==> src/rtl/sensor_pkg.sv <==
// Shared definitions for the sensor input conditioner: channel indices,
// default sizing and the per-channel debounce state encoding.
package sensor_pkg;

    localparam int CH_H  = 0;
    localparam int CH_M  = 1;
    localparam int CH_L  = 2;
    localparam int CH_US = 3;
    localparam int CH_UA = 4;
    localparam int CH_T  = 5;
    localparam int CH_SD = 6;

    localparam int N_CH_DEF       = 7;
    localparam int DEB_CYCLES_DEF = 50000;

    typedef enum logic {
        IDLE  = 1'b0,
        COUNT = 1'b1
    } ch_state_t;

endpackage

==> src/rtl/sensor_conditioner_if.sv <==
// Signal bundle between the raw sensor inputs and the conditioned outputs.
// Edge pulse signals exist only when SENSOR_EDGE_EN is defined.
interface sensor_conditioner_if
    import sensor_pkg::*;
#(
    parameter int N_CH = N_CH_DEF
);

    logic [N_CH-1:0] raw_in;
    logic [N_CH-1:0] clean_out;
    logic            stable;
`ifdef SENSOR_EDGE_EN
    logic [N_CH-1:0] rise_pulse;
    logic [N_CH-1:0] fall_pulse;
`endif

`ifdef SENSOR_EDGE_EN
    modport master (output raw_in, input clean_out, input stable, input rise_pulse, input fall_pulse);
    modport slave  (input raw_in, output clean_out, output stable, output rise_pulse, output fall_pulse);
`else
    modport master (output raw_in, input clean_out, input stable);
    modport slave  (input raw_in, output clean_out, output stable);
`endif

endinterface

==> src/rtl/debounce_channel.sv <==
// One conditioned bit: two-flop synchronizer, counter debouncer and, when
// SENSOR_EDGE_EN is defined, registered rise/fall pulses on clean updates.
module debounce_channel
    import sensor_pkg::*;
#(
    parameter int DEB_CYCLES = DEB_CYCLES_DEF,
    parameter int CNT_W      = $clog2(DEB_CYCLES)
) (
    input  logic clock,
    input  logic Rst,
    input  logic i_raw,
    output logic o_clean,
    output logic o_idle
`ifdef SENSOR_EDGE_EN
    ,
    output logic o_rise,
    output logic o_fall
`endif
);

    localparam logic [CNT_W-1:0] TERM = CNT_W'(DEB_CYCLES - 1);

    logic             r_s1;
    logic             r_s2;
    logic             r_clean;
    ch_state_t        r_state;
    ch_state_t        w_state_nxt;
    logic [CNT_W-1:0] r_cnt;
    logic [CNT_W-1:0] w_cnt_nxt;
    logic             w_accept;
    logic             w_diff;

    always_ff @(posedge clock or posedge Rst) begin
        if (Rst) begin
            r_s1 <= 1'b0;
            r_s2 <= 1'b0;
        end else begin
            r_s1 <= i_raw;
            r_s2 <= r_s1;
        end
    end

    assign w_diff = r_s2 ^ r_clean;

    // The cycle that leaves IDLE already counts as the first differing cycle,
    // so acceptance lands exactly DEB_CYCLES cycles after s2 changes.
    always_comb begin
        w_state_nxt = r_state;
        w_cnt_nxt   = '0;
        w_accept    = 1'b0;
        case (r_state)
            IDLE: begin
                if (w_diff) begin
                    w_state_nxt = COUNT;
                    w_cnt_nxt   = CNT_W'(1);
                end
            end
            COUNT: begin
                if (!w_diff) begin
                    w_state_nxt = IDLE;
                end else if (r_cnt == TERM) begin
                    w_accept    = 1'b1;
                    w_state_nxt = IDLE;
                end else begin
                    w_cnt_nxt = r_cnt + CNT_W'(1);
                end
            end
            default: w_state_nxt = IDLE;
        endcase
    end

    always_ff @(posedge clock or posedge Rst) begin
        if (Rst) begin
            r_state <= IDLE;
            r_cnt   <= '0;
            r_clean <= 1'b0;
        end else begin
            r_state <= w_state_nxt;
            r_cnt   <= w_cnt_nxt;
            if (w_accept) r_clean <= r_s2;
        end
    end

    assign o_clean = r_clean;
    assign o_idle  = (r_state == IDLE);

`ifdef SENSOR_EDGE_EN
    logic r_rise;
    logic r_fall;

    always_ff @(posedge clock or posedge Rst) begin
        if (Rst) begin
            r_rise <= 1'b0;
            r_fall <= 1'b0;
        end else begin
            r_rise <= w_accept & r_s2;
            r_fall <= w_accept & ~r_s2;
        end
    end

    assign o_rise = r_rise;
    assign o_fall = r_fall;
`endif

endmodule

==> src/rtl/sensor_conditioner.sv <==
// Sensor input conditioner: N_CH independent debounced channels plus a global
// stable flag. Define SENSOR_EDGE_EN to add per-channel rise/fall pulses.
module sensor_conditioner
    import sensor_pkg::*;
#(
    parameter int N_CH       = N_CH_DEF,
    parameter int DEB_CYCLES = DEB_CYCLES_DEF,
    parameter int CNT_W      = $clog2(DEB_CYCLES)
) (
    input logic                 clock,
    input logic                 Rst,
    sensor_conditioner_if.slave bus
);

    localparam int ST_LIMIT = DEB_CYCLES + 2;
    localparam int ST_W     = $clog2(DEB_CYCLES + 3);

    logic [ST_W-1:0] r_start_cnt;
    logic            r_stable;
    logic            w_start_done;
    logic [N_CH-1:0] w_clean;
    logic [N_CH-1:0] w_idle;
`ifdef SENSOR_EDGE_EN
    logic [N_CH-1:0] w_rise;
    logic [N_CH-1:0] w_fall;
`endif

    for (genvar gi = 0; gi < N_CH; gi++) begin : g_ch
        debounce_channel #(
            .DEB_CYCLES (DEB_CYCLES),
            .CNT_W      (CNT_W)
        ) u_ch (
            .clock   (clock),
            .Rst     (Rst),
            .i_raw   (bus.raw_in[gi]),
            .o_clean (w_clean[gi]),
            .o_idle  (w_idle[gi])
`ifdef SENSOR_EDGE_EN
            ,
            .o_rise  (w_rise[gi]),
            .o_fall  (w_fall[gi])
`endif
        );
    end

    assign w_start_done = (r_start_cnt == ST_W'(ST_LIMIT));

    // Startup window saturates; stable is one cycle behind the channel states.
    always_ff @(posedge clock or posedge Rst) begin
        if (Rst) begin
            r_start_cnt <= '0;
            r_stable    <= 1'b0;
        end else begin
            if (!w_start_done) r_start_cnt <= r_start_cnt + ST_W'(1);
            r_stable <= w_start_done & (&w_idle);
        end
    end

    assign bus.clean_out = w_clean;
    assign bus.stable    = r_stable;
`ifdef SENSOR_EDGE_EN
    assign bus.rise_pulse = w_rise;
    assign bus.fall_pulse = w_fall;
`endif

endmodule

==> src/flat_wrapper.sv <==
// flat-port wrapper written by rule: the top's interface ports become plain ports
module sensor_conditioner_flat import sensor_pkg::*;
#(
    parameter int N_CH       = N_CH_DEF,
    parameter int DEB_CYCLES = DEB_CYCLES_DEF,
    parameter int CNT_W      = $clog2(DEB_CYCLES)
)
  (clock, Rst, bus_raw_in, bus_clean_out, bus_stable);
  sensor_conditioner_if #(.N_CH(N_CH)) bus_i ();
  input logic clock;
  input logic Rst;
  input wire logic [$bits(bus_i.raw_in)-1:0] bus_raw_in;
  output wire logic [$bits(bus_i.clean_out)-1:0] bus_clean_out;
  output wire logic [$bits(bus_i.stable)-1:0] bus_stable;
  assign bus_i.raw_in = bus_raw_in;
  assign bus_clean_out = bus_i.clean_out;
  assign bus_stable = bus_i.stable;
  sensor_conditioner #(.N_CH(N_CH), .DEB_CYCLES(DEB_CYCLES), .CNT_W(CNT_W)) u_core (.clock(clock), .Rst(Rst), .bus(bus_i));
endmodule
==> config.mk <==
export PLATFORM = sky130hd
export DESIGN_NAME = sensor_conditioner_flat
export DESIGN_NICKNAME = d
export VERILOG_FILES = /design/src/rtl/sensor_pkg.sv /design/src/rtl/sensor_conditioner_if.sv /design/src/rtl/debounce_channel.sv /design/src/rtl/sensor_conditioner.sv /design/src/flat_wrapper.sv
export SDC_FILE = /design/constraint.sdc
export NUM_CORES = 1
export LEC_CHECK = 0
export ABC_AREA = 1
export CORE_AREA = 8 8 153 155
export DETAILED_ROUTE_END_ITERATION = 8
export DIE_AREA = 0 0 161 163
export PLACE_DENSITY = 0.56
export SETUP_SLACK_MARGIN = 0.3
export SYNTH_ARGS = -nofsm -noshare
export SYNTH_HDL_FRONTEND = slang
export SYNTH_SLANG_ARGS = --single-unit
==> constraint.sdc <==
create_clock -name clock -period 15 [get_ports clock]
set_clock_uncertainty 0.2 [all_clocks]
set_input_delay 3 -clock clock [delete_from_list [all_inputs] [get_ports clock]]
set_output_delay 3 -clock clock [all_outputs]
set_load 0.02 [all_outputs]
==> summary.md <==
| Metric | Value |
|---|---|
| Sequential area share after synthesis | 47.5% |
| CP Data Arrival Time | 1.45 ns |
| Initial antenna violation count | 0 |
| Yosys reg bits | 157 |
| Max Root-Sink Buffers | 2 |
| Vias/cell | 4.67 |
| Fin cells | 1400 |
| First-pass GRT wire length | 28800 µm |
| PortBufs | 16 |
| Storage cell area | 0.00393 mm² |
| Yosys cell types | 30 |
| Antenna Violating Nets Remaining | 0 |
| Post-Syn Instances | 1087 |
| Most frequent cells after synthesis | nor2_1 (240), nand2_1 (229), dfrtp_1 (157), inv_1 (155), nand3_1 (110) |
| GPL Wtd Cong | 0.821 |
| EDFF count, synth | 0 |
| Crit path cell chain | clkdlybuf4s50_1 |
| Largest net degree at the start of global routing | 102 |
| Worst path slowest cell | clkdlybuf4s50_1 |
| Compound-gate portion of the synthesized area | 2.68% |
| Clk sinks | 157 |
| Final period util | 31.0% |
| DRT Pass-1 Iters | 5 |
| Layout area overhead | 12.3% |
| Placed cell count | 1368 |
| Num rows | 53 |
| Min-Delay Path Class | flip-flop to flip-flop |
| Ys Warns | 0 |
| CTS clock-pin slew for the worst setup and hold paths | 0.06 ns |
| Total of max-cap violations | 0 |
| Worst-Skew Late Latency | 0.43 ns |
| DR vias | 6531 |
| DRT iter0 DRCs | 417 |
| Main combinational cell family by area after synthesis | simple AND/OR/NAND/NOR gates |
| Syn Area/Cell | 7.61 µm² |
| Setup TNS | 0 ns |
| M1 wire length | 7920 µm |
| CP Launch Type | flip-flop |
| Clock Root Buffer | clkbuf_16 |
| Largest cells by area after synthesis | dfrtp_1 (48%), nor2_1 (11%), nand2_1 (10%), inv_1 (7.0%), nand3_1 (6.7%) |
| Synth top area share | 47.5% |
| Core box area | 0.0208 mm² |
| Post-Syn Nets | 1105 |
| Fraction of registers with async set/reset | 100% |
| WL/cell | 11.6 µm |
| Max-slew violation count | 0 |
| Pwr dens | 97.8 mW/mm² |
| Synth Area in Adders | 1.36% |
| Routed wire length | 16200 µm |
| Post-DP HPWL | 11900 µm |
| Layout cell share with drive strength beyond 1 | 6.40% |
| Hold Fails Final Rpt | 0 |
| Synth Area in Simple Gates | 34.6% |
| DRC Markers | 0 |
| Die X-Extent | 161 µm |
| Setup bufs post-CTS | 0 |
| DIE HEIGHT | 163 µm |
| Gr usage total | 13.2% |
| PostCTS Resize Cnt | 0 |
| Synth Area in XOR/XNOR | 5.40% |
| Most numerous cell in the Yosys netlist | nor2_1 |
| Crit end category | primary output |
| Synth Cell Area | 0.00827 mm² |
| Met2 wire len | 7580 µm |
| Net count, final | 1130 |
| Leakage | 4.14 nW |
| Critical Path RT | 11.80 ns |
| Diode count | 0 |
| Fin crit period | 4.65 ns |
| Status | completed |
| Fmax | 215 MHz |
| I/O Pins | 17 |
| Hold Buf Count CTS | 0 |
| Kind of critical path | flip-flop to primary output |
| Ys flop type | dfrtp_1 |
| Post-synthesis mux area share | 0% |
| Area of the multi-input gates | 0.00364 mm² |
| Fillers | 2126 |
| RSZ-0062 raised after global routing | no |
| Routed wl met3 | 476 µm |
| Hold slack | 0.149 ns |
| Overflow after GRT | 0 |
| Final setup violation count | 0 |
| VDD IR max | 62.4 µV |
| Top delay family on crit path | buffers and inverters |
| H-tree Lvls | 4 |
| Yosys top cell by area | dfrtp_1 |
| Initial cell density of the core | 39.7% |
| CTS tree | yes |
| Max incr delay on CP | 0.64 ns |
| Max_slew headroom | 39.8% |
| Slew at the pin with the worst max-slew slack | 0.903 ns |
| Crit Path Max Fanout | 3 |
| TritonCTS buffer count | 17 |
| Vias in the first global route | 6372 |
| Top sig layer | met4 |
| Buf/Inv on CP | 1 |
| Die Area | 0.0262 mm² |
## cells by family after synthesis
family,after synthesis
and+or+nand+nor,662
buffers and inverters,171
DFF,157
xor gates and xnor gates,51
AOI/OAI and AO/OA,37
adders and majority gates,9
## cells in the final DEF (no fill, tap or decap)
master	n
clkdlybuf4s50_1	16
clkinvlp_4	3
dfrtp_1	157
clkbuf_1	2
xor2_1	42
nor3_2	5
nor2_1	240
nor4_1	4
ha_1	9
nor3_1	23
nor2_2	8
o21bai_1	8
clkbuf_8	2
o21ai_2	1
o21ai_0	15
inv_2	5
a21oi_1	10
clkinv_2	1
bufinv_16	2
nand2_1	229
clkinv_4	2
a21oi_4	1
inv_6	4
o21ai_1	1
nand2_4	1
nand3_1	110
nand4_1	21
o22ai_1	1
or2_2	2
nor2_4	6
and2_2	1
xnor2_1	9
nand2_2	8
clkbuf_16	17
inv_1	154
buf_4	1
or2_1	2
nand3_2	2
## through the flow
stage	power (W)	util, %	worst slack [ns]	cell area [µm²]
global placement	0.000486	41.7	9.79	8690
detailed placement	0.000487	41.7	9.77	8690
floorplan	0.000474	-	7.57	8270
global route	0.000949	44.6	10.07	9280
CTS	0.000925	44.6	10.24	9280
finish	0.000908	44.6	10.35	9280
## layer usage
| layer | vias to the layer above | GRT usage [%] |
|---|---|---|
| met4 | 0 | 4.46 |
| li1 | 3427 | - |
| met5 | - | 0 |
| met1 | 3010 | 17.1 |
| met3 | 20 | 3.19 |
| met2 | 74 | 21.4 |
## area by class of cell
| cell class | count | share of cell area [%] |
|---|---|---|
| well taps | 275 | 3.71 |
| flip-flops and latches | 157 | 42.3 |
| clock inverters | 11 | 1.42 |
| inverters | 160 | 6.52 |
| repair buffers | 17 | 1.81 |
| clock buffers | 21 | 4.96 |
| multi-input cells | 759 | 39.3 |
## flip-flops by register name, summed over array words and instances, names as in the netlist
signal	flops
u_core.g_ch.u_ch.r_s1	7
u_core.r_start_cnt	16
u_core.bus.stable	1
u_core.g_ch.u_ch.o_clean	7
u_core.g_ch.u_ch.r_cnt	112
u_core.g_ch.u_ch.r_state	7
u_core.g_ch.u_ch.r_s2	7
## worst paths after layout
check | start | to | slack, ns | cells after the start
max | u_core.g_ch[4].u_ch.o_clean | bus_clean_out[4] | 10.35 | 1
max reg2reg | u_core.g_ch[3].u_ch.r_cnt[0] | u_core.g_ch[3].u_ch.r_cnt[0] | 13.18 | 6
min in group asynchronous | Rst | u_core.g_ch[6].u_ch.r_cnt[15] | 2.93 | 2
max in group asynchronous | Rst | u_core.g_ch[4].u_ch.r_cnt[4] | 10.38 | 3
min reg2reg | u_core.g_ch[0].u_ch.r_s1 | u_core.g_ch[0].u_ch.r_s2 | 0.15 | 0
min | u_core.g_ch[0].u_ch.r_s1 | u_core.g_ch[0].u_ch.r_s2 | 0.15 | 0
## power by group
| part | total, W | switching, W | leakage [nW] | internal (W) |
|---|---|---|---|---|
| sequential | 0.000438 | 0.00000626 | 2.12 | 0.000432 |
| clock | 0.000431 | 0.000175 | 0.281 | 0.000256 |
| combinational | 0.0000388 | 0.0000283 | 1.74 | 0.0000105 |
Power figures use the tool's default switching activity.
